[config.mk]
export PLATFORM = sky130hd
export DESIGN_NAME = binary_counter_param
export DESIGN_NICKNAME = d
export VERILOG_FILES = /design/src/rtl/binary_counter_param.sv
export SDC_FILE = /design/constraint.sdc
export NUM_CORES = 1
export LEC_CHECK = 0
export CAP_MARGIN = 20
export CORE_ASPECT_RATIO = 0.8
export CORE_MARGIN = 4
export CORE_UTILIZATION = 50
export CTS_CLUSTER_SIZE = 14
export DETAILED_ROUTE_END_ITERATION = 8
export PLACE_DENSITY = 0.8
export SYNTH_ARGS = -nofsm -noshare
export SYNTH_HDL_FRONTEND = slang
export SYNTH_SLANG_ARGS = --single-unit
[constraint.sdc]
create_clock -name clock -period 2.4 [get_ports clock]
set_input_delay 0.48 -clock clock [delete_from_list [all_inputs] [get_ports clock]]
set_output_delay 0.48 -clock clock [all_outputs]
set_load 0.005 [all_outputs]
[src/rtl/binary_counter_param.sv]
// Parametrised up/down counter with prescaler, modulo limit, wrap/saturate
// boundary handling, compare match and sticky overflow.
module binary_counter_param #(
  parameter int WIDTH = 6,
  parameter int PRE_W = 8
) (
  input  logic             clock,
  input  logic             reset,
  input  logic             en,
  input  logic             up,
  input  logic             sat,
  input  logic             clear,
  input  logic             load,
  input  logic [WIDTH-1:0] load_val,
  input  logic [WIDTH-1:0] limit,
  input  logic [PRE_W-1:0] prescale,
  input  logic [WIDTH-1:0] cmp_val,
  output logic [WIDTH-1:0] count,
  output logic             tick,
  output logic             tc,
  output logic             ovf,
  output logic             cmp_match
);

  logic [PRE_W-1:0] pre_cnt;
  logic [WIDTH-1:0] count_nxt;
  logic             tc_nxt;
  logic [WIDTH-1:0] load_clamped;
  logic             step_due;

  // >= rather than == so a prescale lowered below pre_cnt still fires next cycle
  assign step_due     = (pre_cnt >= prescale);
  assign load_clamped = (load_val > limit) ? limit : load_val;
  assign cmp_match    = (count == cmp_val);

  always_comb begin
    count_nxt = count;
    tc_nxt    = 1'b0;
    if (up) begin
      if (count >= limit) begin
        count_nxt = sat ? limit : '0;
        tc_nxt    = 1'b1;
      end else begin
        count_nxt = count + 1'b1;
      end
    end else begin
      if (count > limit) begin
        count_nxt = limit;
      end else if (count != '0) begin
        count_nxt = count - 1'b1;
      end else begin
        count_nxt = sat ? '0 : limit;
        tc_nxt    = 1'b1;
      end
    end
  end

  always_ff @(posedge clock or posedge reset) begin
    if (reset) begin
      count   <= '0;
      pre_cnt <= '0;
      tick    <= 1'b0;
      tc      <= 1'b0;
      ovf     <= 1'b0;
    end else if (clear) begin
      count   <= '0;
      pre_cnt <= '0;
      tick    <= 1'b0;
      tc      <= 1'b0;
      ovf     <= 1'b0;
    end else if (load) begin
      count   <= load_clamped;
      pre_cnt <= '0;
      tick    <= 1'b0;
      tc      <= 1'b0;
    end else if (en && step_due) begin
      count   <= count_nxt;
      pre_cnt <= '0;
      tick    <= 1'b1;
      tc      <= tc_nxt;
      ovf     <= ovf | tc_nxt;
    end else begin
      if (en) pre_cnt <= pre_cnt + 1'b1;
      tick <= 1'b0;
      tc   <= 1'b0;
    end
  end

endmodule

==> results.ini <==
[outcome]
status=complete, no violations

[drt]
num_vias=2008
routedWlPerCell_um=18.0
met2_length_mm=2.80
first_pass_iters=5
wl_met1_mm=2.54
drtIter0Drc=270
drc=0
totalWireLength_mm=5.99
wl_met3_um=514
top_layer=met4
final_antenna_net_count=0
via_per_inst=6.05

[timing]
setup_viol=0
rsz0062_at_grt=true
final_hold_viol_count=0
slew_headroom_pct=55.7
clock.fmax_mhz=418
fin_crit_ns=2.39
finClkSkew_ns=0.00360
period_share_pct=99.6
drv_slew=0
tightestPinTransition_ns=0.664

[clock_network]
insertion_delay_ns=0.25
cts_tree=yes
clockRootBuffer=clkbuf_8
cts_sinks=17
htreeDepth=1
cts_buffer_depth=2
numCtsBuffers=3
clkTransAtPathRegs_ns=0.07

[logic_synthesis]
async_flop_share_pct=100
yosysSeqAreaShare_pct=22.6
synth_cell_types=47
mappedNetlistArea_sq_mm=0.00188
syn_nets=268
ys.flop_type=dfrtp_1
synth.area.top_cells=dfrtp_1 23%, ha_1 16%, xnor2_1 6.5%
synth.top_cell.area_share_pct=22.6
synth_warnings=0
synth_edf_count=0
synth_area_per_cell_sq_um=8.92
netlist_instances=211
ys_seq_elements=17
synth_largest_area_cell=dfrtp_1

[setup_path]
crit_fanout=5
startpoint_type=input port
critPathKind=in2reg
worstPathArrival_ns=2.58
critPathRequiredTime_ns=2.59
end_kind=flip-flop

[placement]
hpwl_mm=4.27
gp_congestion=0.874
numPortBuffers=42
placed_area_sq_mm=0.00260

[flow_run]
max_cap_violations=0

[finish]
fin_nets=348
antenna_cells=0
drive_above_1_share_pct=28.3
finalInstanceArea_sq_mm=0.00283
area_growth_syn_to_layout_pct=50.4

[die]
fp.dieH_um=62.9
core_sq_mm=0.00352
fp.dieW_um=76.6
start_util_pct=53.5
num_io_pins=43
dieArea_sq_mm=0.00482
placementRows=19

[grt]
grt_pass1_wl_mm=8.62
grt_util_all_layers_pct=21.7
grt_pass1_vias=1840
antenna_found_initial=0
grt_max_degree=18
grt-ovfl-total=0

[power]
finalPower_w=0.00105
leakage_nw=1.29
peakVddDrop_uv=345
power_density_mw_per_mm2=372

[worst_hold_path]
min_path_type=reg2reg

-- critical path, stage by stage --
cell and delay [ns]:
clkdlybuf4s50_1 0.45, inv_1 0.05, ha_1 0.33, a2111oi_4 0.44
o31ai_4 0.11, a211o_4 0.40, o22ai_1 0.19, a31o_1 0.14
-- placed cells by master (no fill, tap or decap), drive strengths merged, types with 4 or more instances in the layout --
| master | count |
|---|---|
| a21oi | 9 |
| inv | 26 |
| a31o | 5 |
| nand2b | 4 |
| o21ai | 8 |
| o22ai | 6 |
| nor3 | 7 |
| ha | 24 |
| buf | 38 |
| nand2 | 5 |
| nor2 | 12 |
| dlymetal6s2s | 6 |
| xnor2 | 14 |
| mux2i | 7 |
| dfrtp | 17 |
| xor2 | 5 |
| nand3 | 14 |
| clkdlybuf4s50 | 36 |
| clkbuf | 4 |
| o211ai | 9 |
-- cells by family after synthesis --
| group | count (synthesis) | synth area share [%] |
|---|---|---|
| AOI/OAI and AO/OA | 57 | 25.3 |
| xor gates and xnor gates | 19 | 8.84 |
| adders and majority gates | 24 | 16.0 |
| buffers and inverters | 32 | 7.78 |
| DFF | 17 | 22.6 |
| muxes | 8 | 4.32 |
| and+or+nand+nor | 54 | 15.2 |
-- routing by layer --
layer / GRT usage [%] / up-vias
li1: - / 933
met1: 30.1 / 961
met2: 33.6 / 94
met3: 6.34 / 20
met4: 4.30 / 0
met5: 0 / -
-- timing repair --
item | 4_1_cts | 5_1_grt
gates cloned | 0 | 1
gates resized for setup | 6 | 34
pin swaps | 5 | 10
setup buffers | 1 | 0
endpoints found under the setup margin | 6 | 10
hold buffers | 0 | 0
-- registers in the layout (all words and copies together), names as in the netlist --
signal	cells
count	6
ovf	1
tc	1
pre_cnt	8
tick	1
-- worst paths after layout --
| path | slack (ns) | end | startpoint | cells past startpoint |
|---|---|---|---|---|
| max in group asynchronous | 1.35 | pre_cnt[3] | reset | 2 |
| worst max register to register | 0.14 | count[1] | count[1] | 8 |
| worst max-delay path | 0.009 | count[3] | prescale[1] | 8 |
| worst min-delay path | 0.55 | ovf | ovf | 2 |
| min in group asynchronous | 0.63 | count[1] | reset | 2 |
| worst min register to register | 0.55 | ovf | ovf | 2 |
-- where the power goes --
part           leakage, nW  internal, W  switching, W
Clock               0.0228     0.000118      0.000100
Combinational         1.03     0.000272      0.000256
Sequential           0.233     0.000296     0.0000122
-- through the flow --
stage / hold WS (ns) / TNS [ns] / std cells / util [%] / setup slack [ns]
2_1_floorplan: 0.406 / 0 / 211 / - / 0.276
3_3_place_gp: 0.536 / -3.03 / 326 / 73.8 / -0.313
3_5_place_dp: 0.535 / -3.87 / 326 / 73.8 / -0.382
4_1_cts: 0.548 / 0 / 331 / 76.1 / 0.000884
5_1_grt: 0.580 / -0.134 / 332 / 80.4 / -0.0666
6_report: 0.551 / 0 / 332 / 80.4 / 0.00862
-- cell type report --
class	instances	area, sq um
multi-input combinational	163	1480
timing repair buffer	80	733
fill	216	688
sequential	17	425
inverter	26	97.6
tap	42	52.6
clock buffer	4	45.0
-- Yosys cell counts (2+ instances only) --
cell,count
a211oi_2,2
a21o_1,2
a21oi_1,9
a31o_1,5
a41oi_1,2
and3_1,3
buf_6,2
clkbuf_1,2
dfrtp_1,17
ha_1,24
inv_1,26
mux2i_1,7
nand2_1,5
nand2b_1,3
nand3_1,14
nand4_1,3
nor2_1,12
nor2b_1,3
nor3_1,7
o211ai_1,7
o211ai_2,2
o21ai_0,6
o21ai_1,2
o22ai_1,6
xnor2_1,14
xor2_1,5
Note: power is estimated with default switching activity, not from simulation.
